[src/rtl/out_mem_sequencer_pkg.sv]
// Shared definitions for the output-memory sequencer.
//  - OP_*               : command opcodes on w_cmd_op
//  - OUT_SEQ_FIFO_DEPTH : default depth of the drain output buffer
//  - seq_state_e        : sequencer FSM states
package out_mem_sequencer_pkg;

    localparam logic [1:0] OP_CLEAR = 2'b00;
    localparam logic [1:0] OP_LOAD  = 2'b01;
    localparam logic [1:0] OP_DRAIN = 2'b10;
    localparam logic [1:0] OP_RSVD  = 2'b11;

    localparam int OUT_SEQ_FIFO_DEPTH = 4;

    typedef enum logic [2:0] {
        ST_IDLE  = 3'd0,
        ST_CLEAR = 3'd1,
        ST_LOAD  = 3'd2,
        ST_DRAIN = 3'd3,
        ST_FLUSH = 3'd4
    } seq_state_e;

endpackage

[src/rtl/out_mem_sequencer_skid_fifo.sv]
// out_mem_skid_fifo: small synchronous FIFO that buffers drained rows so the
// memory's read latency is hidden behind a valid/ready stream.
// Ports:
//  clk, rst                 clock, asynchronous active-high reset
//  push, push_data/last     write one entry (ignored when full)
//  pop                      remove head entry (ignored when empty)
//  count, empty             occupancy
//  head_data, head_last     current head entry (meaningful when !empty)
module out_mem_skid_fifo #(
    parameter int DEPTH = 4,
    parameter int WIDTH = 16,
    localparam int PW = (DEPTH > 1) ? $clog2(DEPTH) : 1,
    localparam int CW = $clog2(DEPTH + 1)
) (
    input  logic             clk,
    input  logic             rst,
    input  logic             push,
    input  logic [WIDTH-1:0] push_data,
    input  logic             push_last,
    input  logic             pop,
    output logic [CW-1:0]    count,
    output logic             empty,
    output logic [WIDTH-1:0] head_data,
    output logic             head_last
);

    logic [WIDTH-1:0] data_q [DEPTH];
    logic [DEPTH-1:0] last_q;
    logic [PW-1:0]    wr_ptr_q, wr_ptr_d;
    logic [PW-1:0]    rd_ptr_q, rd_ptr_d;
    logic [CW-1:0]    count_q, count_d;
    logic             push_ok_s, pop_ok_s;

    // Pointers wrap by compare so DEPTH need not be a power of two.
    function automatic logic [PW-1:0] ptr_inc(input logic [PW-1:0] p);
        return (p == PW'(DEPTH - 1)) ? {PW{1'b0}} : p + PW'(1);
    endfunction

    // Next-state pointer and occupancy computation.
    always_comb begin
        push_ok_s = push && (count_q != CW'(DEPTH));
        pop_ok_s  = pop && (count_q != {CW{1'b0}});
        wr_ptr_d  = push_ok_s ? ptr_inc(wr_ptr_q) : wr_ptr_q;
        rd_ptr_d  = pop_ok_s ? ptr_inc(rd_ptr_q) : rd_ptr_q;
        count_d   = count_q + CW'(push_ok_s) - CW'(pop_ok_s);
    end

    // Control state: pointers and count.
    always_ff @(posedge clk or posedge rst) begin
        if (rst) begin
            wr_ptr_q <= {PW{1'b0}};
            rd_ptr_q <= {PW{1'b0}};
            count_q  <= {CW{1'b0}};
        end else begin
            wr_ptr_q <= wr_ptr_d;
            rd_ptr_q <= rd_ptr_d;
            count_q  <= count_d;
        end
    end

    // Entry storage; contents are don't-care while the slot is unoccupied.
    always_ff @(posedge clk) begin
        if (push_ok_s) begin
            data_q[wr_ptr_q] <= push_data;
            last_q[wr_ptr_q] <= push_last;
        end
    end

    assign count     = count_q;
    assign empty     = (count_q == {CW{1'b0}});
    assign head_data = data_q[rd_ptr_q];
    assign head_last = last_q[rd_ptr_q];

endmodule

[src/rtl/out_mem_sequencer.sv]
// out_mem_sequencer: initiator for one PE's output memory. Runs CLEAR, LOAD
// (rows streamed in) and DRAIN (rows streamed out) commands.
// Ports:
//  w_clock, w_reset            clock, asynchronous active-high reset
//  w_cmd_*                     command handshake, opcode, base row, length
//  w_in_*                      LOAD beat stream
//  w_out_*                     DRAIN beat stream, w_out_last on final beat
//  w_busy, w_done              status: not idle / completion pulse
//  w_mem_*                     registered memory pins and read data return
// The memory returns read data two cycles after the read decision (one
// cycle for the registered pins, one for the memory itself); a two-stage
// pending pipeline tracks those reads and pushes them into the output FIFO.
module out_mem_sequencer
    import out_mem_sequencer_pkg::*;
#(
    parameter int OUT_MEM_NUM_ROWS   = 10,
    parameter int OUT_MEM_ADDR_WIDTH = $clog2(OUT_MEM_NUM_ROWS),
    parameter int OUT_MEM_NUM_BITS   = 16,
    parameter int FIFO_DEPTH         = OUT_SEQ_FIFO_DEPTH
) (
    input  logic                          w_clock,
    input  logic                          w_reset,
    input  logic                          w_cmd_valid,
    output logic                          w_cmd_ready,
    input  logic [1:0]                    w_cmd_op,
    input  logic [OUT_MEM_ADDR_WIDTH-1:0] w_cmd_base,
    input  logic [OUT_MEM_ADDR_WIDTH:0]   w_cmd_len,
    input  logic                          w_in_valid,
    output logic                          w_in_ready,
    input  logic [OUT_MEM_NUM_BITS-1:0]   w_in_data,
    output logic                          w_out_valid,
    input  logic                          w_out_ready,
    output logic [OUT_MEM_NUM_BITS-1:0]   w_out_data,
    output logic                          w_out_last,
    output logic                          w_busy,
    output logic                          w_done,
    output logic                          w_mem_ready,
    output logic                          w_mem_rw,
    output logic [OUT_MEM_ADDR_WIDTH-1:0] w_mem_address,
    output logic [OUT_MEM_NUM_BITS-1:0]   w_mem_data_in,
    input  logic [OUT_MEM_NUM_BITS-1:0]   w_mem_data_out
);

    localparam int AW = OUT_MEM_ADDR_WIDTH;
    localparam int NB = OUT_MEM_NUM_BITS;
    localparam int CW = $clog2(FIFO_DEPTH + 1);
    localparam logic [AW:0]   NUM_ROWS_L = (AW+1)'(OUT_MEM_NUM_ROWS);
    localparam logic [AW-1:0] LAST_ROW   = AW'(OUT_MEM_NUM_ROWS - 1);
    localparam logic [CW:0]   DEPTH_L    = (CW+1)'(FIFO_DEPTH);

    // Row addresses wrap by compare because NUM_ROWS need not be 2^n.
    function automatic logic [AW-1:0] next_row(input logic [AW-1:0] row);
        return (row == LAST_ROW) ? {AW{1'b0}} : row + AW'(1);
    endfunction

    seq_state_e    state_q, state_d;
    logic          mem_ready_q, mem_ready_d;
    logic          mem_rw_q, mem_rw_d;
    logic [AW-1:0] mem_address_q, mem_address_d;
    logic [NB-1:0] mem_data_in_q, mem_data_in_d;
    logic          cmd_ready_q, cmd_ready_d;
    logic          in_ready_q, in_ready_d;
    logic          busy_q, busy_d;
    logic          done_q, done_d;
    logic [AW-1:0] row_q, row_d;
    logic [AW:0]   remaining_q, remaining_d;
    logic          rd_pend1_q, rd_pend1_d, rd_last1_q, rd_last1_d;
    logic          rd_pend2_q, rd_pend2_d, rd_last2_q, rd_last2_d;

    logic [AW:0]   len_eff_s;
    logic          cmd_fire_s, in_fire_s, out_fire_s;
    logic          issue_s, issue_last_s;
    logic [CW:0]   occupancy_s;
    logic [CW-1:0] fifo_count_s;
    logic          fifo_empty_s, fifo_last_s;
    logic [NB-1:0] fifo_data_s;

    // Next-state and next-output decision for the sequencer.
    always_comb begin
        len_eff_s   = (w_cmd_len > NUM_ROWS_L) ? NUM_ROWS_L : w_cmd_len;
        cmd_fire_s  = w_cmd_valid && cmd_ready_q;
        in_fire_s   = w_in_valid && in_ready_q;
        out_fire_s  = !fifo_empty_s && w_out_ready;
        // Buffered rows plus reads still travelling through the memory.
        occupancy_s = {1'b0, fifo_count_s} + (CW+1)'(rd_pend1_q) + (CW+1)'(rd_pend2_q);

        state_d       = state_q;
        mem_ready_d   = 1'b1;
        mem_rw_d      = 1'b0;
        mem_address_d = mem_address_q;
        mem_data_in_d = mem_data_in_q;
        row_d         = row_q;
        remaining_d   = remaining_q;
        done_d        = 1'b0;
        issue_s       = 1'b0;
        issue_last_s  = 1'b0;

        case (state_q)
            ST_IDLE: begin
                if (cmd_fire_s) begin
                    case (w_cmd_op)
                        OP_CLEAR: begin
                            mem_ready_d = 1'b0;
                            state_d     = ST_CLEAR;
                        end
                        OP_LOAD: begin
                            if (len_eff_s == {(AW+1){1'b0}}) begin
                                done_d = 1'b1;
                            end else begin
                                state_d     = ST_LOAD;
                                row_d       = w_cmd_base;
                                remaining_d = len_eff_s;
                            end
                        end
                        OP_DRAIN: begin
                            if (len_eff_s == {(AW+1){1'b0}}) begin
                                done_d = 1'b1;
                            end else begin
                                state_d     = ST_DRAIN;
                                row_d       = w_cmd_base;
                                remaining_d = len_eff_s;
                            end
                        end
                        OP_RSVD: done_d = 1'b1;
                        default: done_d = 1'b1;
                    endcase
                end else begin
                    state_d = ST_IDLE;
                end
            end
            ST_CLEAR: begin
                done_d  = 1'b1;
                state_d = ST_IDLE;
            end
            ST_LOAD: begin
                // remaining==0 is the cycle the final write is on the pins.
                if (remaining_q == {(AW+1){1'b0}}) begin
                    done_d  = 1'b1;
                    state_d = ST_IDLE;
                end else if (in_fire_s) begin
                    mem_rw_d      = 1'b1;
                    mem_address_d = row_q;
                    mem_data_in_d = w_in_data;
                    row_d         = next_row(row_q);
                    remaining_d   = remaining_q - (AW+1)'(1);
                end else begin
                    mem_rw_d = 1'b0;
                end
            end
            ST_DRAIN: begin
                if (occupancy_s < DEPTH_L) begin
                    issue_s       = 1'b1;
                    issue_last_s  = (remaining_q == (AW+1)'(1));
                    mem_address_d = row_q;
                    row_d         = next_row(row_q);
                    remaining_d   = remaining_q - (AW+1)'(1);
                    if (issue_last_s) begin
                        state_d = ST_FLUSH;
                    end else begin
                        state_d = ST_DRAIN;
                    end
                end else begin
                    state_d = ST_DRAIN;
                end
            end
            ST_FLUSH: begin
                // Done is registered, so it shows the cycle after the last pop.
                if (out_fire_s && fifo_last_s) begin
                    done_d  = 1'b1;
                    state_d = ST_IDLE;
                end else begin
                    state_d = ST_FLUSH;
                end
            end
            default: state_d = ST_IDLE;
        endcase

        cmd_ready_d = (state_d == ST_IDLE);
        in_ready_d  = (state_d == ST_LOAD) && (remaining_d != {(AW+1){1'b0}});
        busy_d      = (state_d != ST_IDLE);
        rd_pend1_d  = issue_s;
        rd_last1_d  = issue_last_s;
        rd_pend2_d  = rd_pend1_q;
        rd_last2_d  = rd_last1_q;
    end

    // Sequencer FSM and all registered outputs.
    always_ff @(posedge w_clock or posedge w_reset) begin
        if (w_reset) begin
            state_q       <= ST_IDLE;
            mem_ready_q   <= 1'b0;
            mem_rw_q      <= 1'b0;
            mem_address_q <= {AW{1'b0}};
            mem_data_in_q <= {NB{1'b0}};
            cmd_ready_q   <= 1'b0;
            in_ready_q    <= 1'b0;
            busy_q        <= 1'b0;
            done_q        <= 1'b0;
            row_q         <= {AW{1'b0}};
            remaining_q   <= {(AW+1){1'b0}};
            rd_pend1_q    <= 1'b0;
            rd_last1_q    <= 1'b0;
            rd_pend2_q    <= 1'b0;
            rd_last2_q    <= 1'b0;
        end else begin
            state_q       <= state_d;
            mem_ready_q   <= mem_ready_d;
            mem_rw_q      <= mem_rw_d;
            mem_address_q <= mem_address_d;
            mem_data_in_q <= mem_data_in_d;
            cmd_ready_q   <= cmd_ready_d;
            in_ready_q    <= in_ready_d;
            busy_q        <= busy_d;
            done_q        <= done_d;
            row_q         <= row_d;
            remaining_q   <= remaining_d;
            rd_pend1_q    <= rd_pend1_d;
            rd_last1_q    <= rd_last1_d;
            rd_pend2_q    <= rd_pend2_d;
            rd_last2_q    <= rd_last2_d;
        end
    end

    out_mem_skid_fifo #(
        .DEPTH (FIFO_DEPTH),
        .WIDTH (NB)
    ) u_fifo (
        .clk       (w_clock),
        .rst       (w_reset),
        .push      (rd_pend2_q),
        .push_data (w_mem_data_out),
        .push_last (rd_last2_q),
        .pop       (out_fire_s),
        .count     (fifo_count_s),
        .empty     (fifo_empty_s),
        .head_data (fifo_data_s),
        .head_last (fifo_last_s)
    );

    assign w_cmd_ready   = cmd_ready_q;
    assign w_in_ready    = in_ready_q;
    assign w_out_valid   = !fifo_empty_s;
    assign w_out_data    = fifo_data_s;
    assign w_out_last    = fifo_last_s && !fifo_empty_s;
    assign w_busy        = busy_q;
    assign w_done        = done_q;
    assign w_mem_ready   = mem_ready_q;
    assign w_mem_rw      = mem_rw_q;
    assign w_mem_address = mem_address_q;
    assign w_mem_data_in = mem_data_in_q;

endmodule

[config.mk]
export PLATFORM = sky130hd
export DESIGN_NAME = out_mem_sequencer
export DESIGN_NICKNAME = d
export VERILOG_FILES = /design/src/rtl/out_mem_sequencer_pkg.sv /design/src/rtl/out_mem_sequencer_skid_fifo.sv /design/src/rtl/out_mem_sequencer.sv
export SDC_FILE = /design/constraint.sdc
export NUM_CORES = 1
export LEC_CHECK = 0
export ABC_CLOCK_PERIOD_IN_PS = 3500
export CAP_MARGIN = 40
export CORE_MARGIN = 4
export CORE_UTILIZATION = 40
export DETAILED_ROUTE_END_ITERATION = 8
export GPL_TIMING_DRIVEN = 0
export PLACE_DENSITY = 0.67
export SETUP_SLACK_MARGIN = 0.05
export SYNTH_ARGS = -nofsm -noshare
export SYNTH_HDL_FRONTEND = slang
export SYNTH_SLANG_ARGS = --single-unit
[constraint.sdc]
create_clock -name w_clock -period 3.5 [get_ports w_clock]
set_input_delay 0.7 -clock w_clock [delete_from_list [all_inputs] [get_ports w_clock]]
set_output_delay 0.7 -clock w_clock [all_outputs]
set_load 0.01 [all_outputs]
# ---- Yosys cells after proc, flatten, opt, wreduce, memory -nomap -nowiden
# Memories as Yosys holds them, arrays and structs flattened.
# Index checks and enable logic that the tools add are counted.
dict set report classes {
  add_sub_neg 8
  multipliers 0
  div_mod_pow 0
  n_lt_le_gt_ge 5
  eq_ne 19
  shift 0
  n_mux 54
  bitwise 1
  n_reduce_logical 25
}
# operator count
set op_table {}
lappend op_table {{2-to-1 mux 4 bit} 10}
lappend op_table {{2-to-1 mux 5 bit} 7}
lappend op_table {{2-to-1 mux 3 bit} 7}
lappend op_table {{2-to-1 mux 1 bit} 18}
lappend op_table {{case mux 5 bit (3 select lines)} 1}
lappend op_table {{!= test 2 bit, second input constant} 6}
lappend op_table {{case mux 3 bit (4 select lines)} 1}
lappend op_table {{case mux 4 bit (3 select lines)} 1}
lappend op_table {{logical NOT 5 bit} 2}
lappend op_table {{equality test 3 x 2 -> 1 bit, second input constant} 3}
lappend op_table {{logical AND 1 bit} 9}
lappend op_table {{logical NOT 3 bit} 3}
lappend op_table {{case mux 3 bit (3 select lines)} 1}
lappend op_table {{nonzero test 3 bit} 3}
lappend op_table {{equality test 2 bit, second input constant} 4}
lappend op_table {{case mux 4 bit (2 select lines)} 1}
lappend op_table {{AND reduction 7 bit} 1}
lappend op_table {{less-than comparator 2 x 3 -> 1 bit, second input constant} 2}
lappend op_table {{equality test 5 x 1 -> 1 bit, second input constant} 1}
lappend op_table {{greater-than comparator 5 x 4 -> 1 bit, second input constant} 1}
lappend op_table {{nonzero test 5 bit} 1}
lappend op_table {{subtractor 5 x 1 -> 5 bit, second input constant} 1}
lappend op_table {{adder 2 x 1 -> 2 bit, second input constant} 2}
lappend op_table {{adder 3 x 1 -> 4 bit} 1}
lappend op_table {{other kinds (24)} 25}
dict set report word_totals {
  register_bits 53
  latch_bits 0
  ram_bits 64
  romBits 0
  inputBits 48
  output_inout_bits 44
  mem_count 1
}
# name depth width rd rd_clocked_by_memory_dff wr line_no
set memory_table {}
lappend memory_table {u_fifo.data_q 4 16 1 0 1 out_mem_sequencer_skid_fifo.sv:27} ;# logic [WIDTH-1:0] data_q [DEPTH];

# ---- Depth between registers and ports, before layout
# Gate-level depths: netlist of run 1.
dict set report logic_depth {
  ltp_word 9
  mapped_depth 11
  depth_no_buf 11
}

# ---- Hierarchy
# Synthesis of run 1 repeated with hierarchy kept, for this count alone.
dict set report hier_totals {
  hier_cells 325
  hier_area_um2 5116.2
}
# module n_inst cells_each area_each_um2
set modules_own_cells {}
lappend modules_own_cells {out_mem_skid_fifo 1 127 2942.8}
lappend modules_own_cells {out_mem_sequencer 1 198 2173.3}

# ---- Least setup slack after synthesis of run 1
# Ideal clock, no wire load.
dict set report synth_timing {
  kind {register to output}
  startpoint {register u_fifo.rd_ptr_q[0]}
  endpoint {output w_out_data[10]}
  arrival_ns 1.929
  required_time_ns 2.800
  path_slack_ns 0.871
  stages_incl_launch_ff 4
  n_path_buf 2
  cell_sequence {dfrtp_1 > clkbuf_1 > clkbuf_1 > mux4_2}
}
dict set report synth_between {
  elab_chain_cells 1
}
# element line_no
set synth_rtl {}
lappend synth_rtl {{start, declared} out_mem_sequencer_skid_fifo.sv:30} ;# logic [PW-1:0] rd_ptr_q, rd_ptr_d;
lappend synth_rtl {{start signal, assigned} out_mem_sequencer_skid_fifo.sv:52} ;# rd_ptr_q <= {PW{1'b0}};
lappend synth_rtl {{start signal, assigned} out_mem_sequencer_skid_fifo.sv:56} ;# rd_ptr_q <= rd_ptr_d;
lappend synth_rtl {{memory (4 x 16 bit)} -}
lappend synth_rtl {{end, declared} out_mem_sequencer.sv:33} ;# output logic [OUT_MEM_NUM_BITS-1:0] w_out_data,
# No other way between the ends.

# ---- Worst setup path in the final report of run 1
# Ends and elaborated chain as after synthesis.

==> results of run 1 <==
[registers in the layout, summed over array words and instances (netlist names), 3 cells and up]
name,flops
remaining_q,5
u_fifo.data_q,64
u_fifo.last_q,4
row_q,4
w_mem_address,4
w_mem_data_in,16
state_q,3
u_fifo.count,3
[how the worst max path moves through the flow]
stage                           endpoint  slack (ns)  cells past startpoint
after floorplan           w_out_data[10]        0.87                      3
after global placement    w_out_data[10]       0.002                      4
after detailed placement  w_out_data[10]       -0.04                      4
after CTS                 w_out_data[10]        0.14                      4
after global routing      w_out_data[10]        0.06                      4
final                     w_out_data[10]        0.21                      4
[critical path: stages, from the launching register on]
cell,delay (ns)
dfrtp_1,0.36
clkbuf_2,0.35
buf_2,0.40
mux4_2,0.57
clkdlybuf4s50_1,0.50
[cells in the mapped netlist (3+ instances only)]
library cell  number  share of area (%)
edfxtp_1          68                 40
dfrtp_1           49                 24
mux2_2            22                4.9
ha_1              17                4.2
mux4_2            17                7.5
nor2_1            16                1.2
inv_1             15                1.1
nand2_1           15                1.1
o21ai_0           15                1.5
a21oi_1           11                1.1
nor3_1            11                1.1
clkbuf_1           9               0.67
and2_1             7               0.86
or2_2              4               0.49
or3_1              4               0.49
a211oi_1           3               0.44
a31oi_1            3               0.37
buf_2              3               0.30
nand3_1            3               0.30
[power by group]
part | internal [W] | leakage (nW) | switching, W
Combinational | 0.00103 | 1.17 | 0.000830
Sequential | 0.00171 | 1.24 | 0.000174
Clock | 0.00106 | 0.287 | 0.000603
Total | 0.00380 | 2.69 | 0.00161
[final cells by class]
cell class,instances,share of cell area [%]
clock inverter,13,1.94
clock buffer,19,6.46
multi-input combinational,191,24.4
buffer,14,0.986
tap,168,3.07
timing repair buffer,96,14.5
sequential,117,47.7
inverter,17,0.968
[routing by layer]
metal	track usage (%)	vias up
met5	0	-
met2	26.0	93
met3	6.78	11
li1	-	1517
met4	4.89	0
met1	17.9	1587
[cells by family (layout without fill, tap and decap cells)]
family                     Yosys count  in the layout  synth area share [%]
muxes                               40             40                  12.6
DFF                                117            117                  64.4
and+or+nand+nor                     76             76                  8.11
AOI/OAI and AO/OA                   55             55                  7.35
buffers and inverters               31            159                  2.56
adders and majority gates           18             18                  4.59
xor gates and xnor gates             2              2                 0.345
[through the flow]
step / setup TNS, ns / hold slack (ns) / util, % / power (W) / std cells
global route: 0 / 0.363 / 56.1 / 0.00575 / 635
CTS: 0 / 0.339 / 56.1 / 0.00547 / 635
global placement: 0 / 0.336 / 50.7 / 0.00374 / 598
finish: 0 / 0.340 / 56.1 / 0.00541 / 635
floorplan: 0 / 0.331 / - / 0.00296 / 339
detailed placement: -0.107 / 0.335 / 51.4 / 0.00378 / 603
[repair_timing]
item | in CTS | in global routing
pin swaps | 0 | 0
resized for setup | 3 | 1
hold endpoints to repair | 0 | 0
endpoints found under the setup margin | 8 | 5
==> out/results.ini, run 1 <==
[synth]
synth_top_flop_cell=edfxtp_1
synth_cell_type_count=59
yosysWarnings=0
ys_async_sr_fraction_pct=41.9
seq_area_frac_synth_pct=64.4
syn_area_per_cell_sq_um=15.0
synth_nets=405
syn_area_sq_um=5070
syn_inst=339
ys_ff_latch=117
synth_edf_count=68

[floorplan]
start_util_pct=41.5
fp.dieW_um=121
dieArea_sq_um=14600
fp-row-count=40
ioPinCount=92
dieHeight_um=121
core_sq_um=12200

[grt]
grt_pass1_vias=3527
grt_usage_pct=15.5
grt_overflow=0
grt_max_degree=26
antenna_found_initial=0
grt_pass1_wl_um=17300

[timing]
final.min_clock_period_ns=3.29
rsz0062_at_grt=false
report.final.slew_viol_count=0
finalClockSkew_ns=0.00904
tightestPinTransition_ns=0.596
slew_headroom_pct=60.1
fin_ws_ns=0.210
setup_violations=0
max_freq_ghz=0.304
finalCritPeriodShare_pct=94.0
hold_viol=0

[finish]
ff_latch_area_sq_um=3270
diodes=0
nets=520
final_cell_area_sq_um=6850
area_growth_syn_to_layout_pct=35.1
final_common_cell=clkdlybuf4s50_1
layout-drive-gt1-share_pct=20.3
fillCellCount=1021
final_cell_mix=clkdlybuf4s50_1 (91), edfxtp_1 (68), dfrtp_1 (49)
multiInputGateArea_sq_um=1680

[critical_path]
crit_path_start=u_fifo.rd_ptr_q[0]$_DFFE_PP0P_
worst-r2r-setup-slack_ns=0.52
end_kind=primary output
critical_path_required_ns=2.80
path_class=flip-flop to primary output
r2r-start=remaining_q[0]$_DFF_PP0_
timing.rr.end=w_in_ready$_DFF_PP0_
worst-path-max-fanout=10
critPathLaunchType=flip-flop
crit_arrival_ns=2.59
ff2ff_path_depth=11

[detailed_routing]
drt_wl_total_um=10300
ant_nets=0
top_layer=met4
drt_pass1_iterations=4
num_vias=3208
wl_met2_um=5160
drt-met1-wl_um=4380
wl_met3_um=669
post_drt_wl_per_cell_um=16.3
first_iter_violations=207
drc=0
via_per_inst=5.05

[power]
irDropWorstVdd_v=0.000420
p_leak_nw=2.69
power_density_nw_per_um2=789

[placed_design]
placed_cell_area_sq_um=6270
place.gp.congestion=0.890
dp_hpwl_um=7260
place.port_buffers=91
place_ws_ns=-0.0361

[min_path]
hold_path.startpoint=rd_last1_q$_DFF_PP0_
min_to=rd_last2_q$_DFF_PP0_
hold_path_depth=0
min_path_type=flip-flop to flip-flop

[clocking]
clockBufferDepth=2
cts_hold_buffers=0
clock_latency_ns=0.41
postCtsSetupBuffers=0
cts_num_sinks=117
path_clk_slew_ns=0.06
cts_max_level=4
cts_root_buf=clkbuf_16
cts_tree=built
cts-buffers-inserted=17

[job]
cap_violations=0

[outcome]
outcome=completed

Power figures use the tool's default switching activity.
==> run 2: changes to the inputs <==
--- a/config.mk
+++ b/config.mk
@@ -5,12 +5,13 @@
 export SDC_FILE = /design/constraint.sdc
 export NUM_CORES = 1
 export LEC_CHECK = 0
-export ABC_CLOCK_PERIOD_IN_PS = 3500
+export ABC_CLOCK_PERIOD_IN_PS = 3970
 export CAP_MARGIN = 40
 export CORE_MARGIN = 4
 export CORE_UTILIZATION = 40
 export DETAILED_ROUTE_END_ITERATION = 8
 export GPL_TIMING_DRIVEN = 0
+export MAX_ROUTING_LAYER = met4
 export PLACE_DENSITY = 0.67
 export SETUP_SLACK_MARGIN = 0.05
 export SYNTH_ARGS = -nofsm -noshare
==> constraint.sdc (replaced) <==
create_clock -name w_clock -period 3.97 [get_ports w_clock]
set_input_delay 0.794 -clock w_clock [delete_from_list [all_inputs] [get_ports w_clock]]
set_output_delay 0.794 -clock w_clock [all_outputs]
set_load 0.01 [all_outputs]
==> out/results.ini, run 2 (synthesized netlist as in run 1, its figures left out) <==
[critical_path]
crit_family=buffers and inverters
crit_arrival_ns=2.66
cp_common_cell=clkbuf_1
path_class=flip-flop to primary output
end_kind=primary output
worst-r2r-setup-slack_ns=0.97
cp_slowest_stage_delay_ns=0.53
path_buf_inv=3
critPathLaunchType=flip-flop
critical_path_required_ns=3.18
cp_slowest_cell=clkbuf_1
cp_cell_sequence=clkbuf_1 -> clkbuf_1 -> mux4_2 -> clkdlybuf4s50_1
worst-path-max-fanout=10

[finish]
largest-register=u_fifo.data_q
final_cell_area_sq_um=6870
final_core_util_pct=56.2
layout-drive-gt1-share_pct=19.7
nets=520
largest_reg_flops=64
final_common_cell=clkdlybuf4s50_1
diodes=0
area_growth_syn_to_layout_pct=35.3
final_cell_mix=clkdlybuf4s50_1 (91), edfxtp_1 (68), dfrtp_1 (49)

[grt]
grt_usage_pct=15.3
grt_overflow=0
grt_max_degree=27
grt_busiest_layer=met2
grt_pass1_wl_um=16900
met1_usage_pct=18.7
grt_pass1_vias=3358
grt_use_met3_pct=5.00
antenna_found_initial=0
met2_usage_pct=24.8

[clocking]
cts_num_sinks=117
clock_latency_ns=0.40
cts-buffers-inserted=17
cts_tree=built
clockBufferDepth=2
cts_max_level=4
cts_root_buf=clkbuf_16
path_clk_slew_ns=0.05
cts_hold_buffers=0

[detailed_routing]
post_drt_wl_per_cell_um=16.0
num_vias=3195
via_per_inst=5.03
first_iter_violations=166
drt_wl_total_um=10100
drc=0
drt_pass1_iterations=4
ant_nets=0

[floorplan]
fp.dieW_um=121
fp-row-count=40
dieHeight_um=121
core_sq_um=12200
start_util_pct=41.5
ioPinCount=92
dieArea_sq_um=14600

[timing]
finalClockSkew_ns=0.00702
rsz0062_at_grt=false
tightestPinTransition_ns=0.647
setup_violations=0
final.min_clock_period_ns=3.45
hold_viol=0
tns_ns=0
fin_ws_ns=0.517
fin_hold_ws_ns=0.350
slew_headroom_pct=56.6
finalCritPeriodShare_pct=87.0
report.final.slew_viol_count=0
max_freq_ghz=0.290

[power]
irDropWorstVdd_v=0.000437
power_density_nw_per_um2=700
p_leak_nw=2.68

[job]
cap_violations=0

[outcome]
outcome=completed

[min_path]
min_path_type=flip-flop to flip-flop

[placed_design]
placed_cell_area_sq_um=6270
place_ws_ns=0.320
place.port_buffers=91
dp_hpwl_um=7360
place.gp.congestion=0.894

-- run 2: cell types whose count changed in the layout (fill, tap and decap cells not counted), sizes merged --
cell / before / now
clkinv: 9 / 3
buf: 11 / 10
clkinvlp: 1 / 5
bufinv: 2 / 3
clkbuf: 27 / 29
-- run 2: final cells by class --
type | count | area [sq um]
Clock buffer | 20 | 437
Inverter | 17 | 66.3
Fill cell | 1018 | 5350
Multi-Input combinational cell | 191 | 1680
Timing Repair Buffer | 96 | 987
Sequential cell | 117 | 3270
Buffer | 14 | 66.3
Tap cell | 168 | 210
Clock inverter | 12 | 155
-- run 2: worst paths after layout --
path | start | endpoint | cells after the start
min in group asynchronous | w_reset | w_mem_data_in[7]$_DFFE_PP0P_ | 2
max in group asynchronous | w_reset | u_fifo.wr_ptr_q[0]$_DFFE_PP0P_ | 3
setup / recovery | u_fifo.rd_ptr_q[1]$_DFFE_PP0P_ | w_out_data[11] | 4
setup reg to reg | remaining_q[0]$_DFF_PP0_ | w_in_ready$_DFF_PP0_ | 11
hold / removal | rd_last1_q$_DFF_PP0_ | rd_last2_q$_DFF_PP0_ | 0
hold reg to reg | rd_last1_q$_DFF_PP0_ | rd_last2_q$_DFF_PP0_ | 0
-- run 2: repair_timing --
action / 4_1_cts / 5_1_grt
setup endpoints to repair: 8 / 7
buffers inserted: 0 / 0
endpoints found under the hold margin: 0 / 0
resized for setup: 1 / 3
-- run 2: power by group --
part           internal, W  total, W  leakage [nW]  switching (W)
registers          0.00151   0.00166          1.24       0.000153
logic             0.000904   0.00163          1.17       0.000728
clock network     0.000986   0.00151         0.273       0.000524
-- run 2: per-layer routing --
layer	share of wire, %	wire length (um)
met2	50	5090
met5	0	0
met4	0.59	60
met1	44	4430
met3	5.4	549
-- run 2: metrics by stage --
stage / total power (W) / cells
6_report: 0.00480 / 635
5_1_grt: 0.00509 / 635
4_1_cts: 0.00486 / 635
3_5_place_dp: 0.00333 / 603
3_3_place_gp: 0.00330 / 598
2_1_floorplan: 0.00261 / 339
-- run 2: worst reg2reg max path, delay by kind of cell (launching register included) --
kind | cells | cell delay [ns]
adders and majority gates | 1 | 0.26
and+or+nand+nor | 4 | 0.99
DFF | 1 | 0.47
buffers and inverters | 2 | 0.22
AOI/OAI and AO/OA | 4 | 0.95
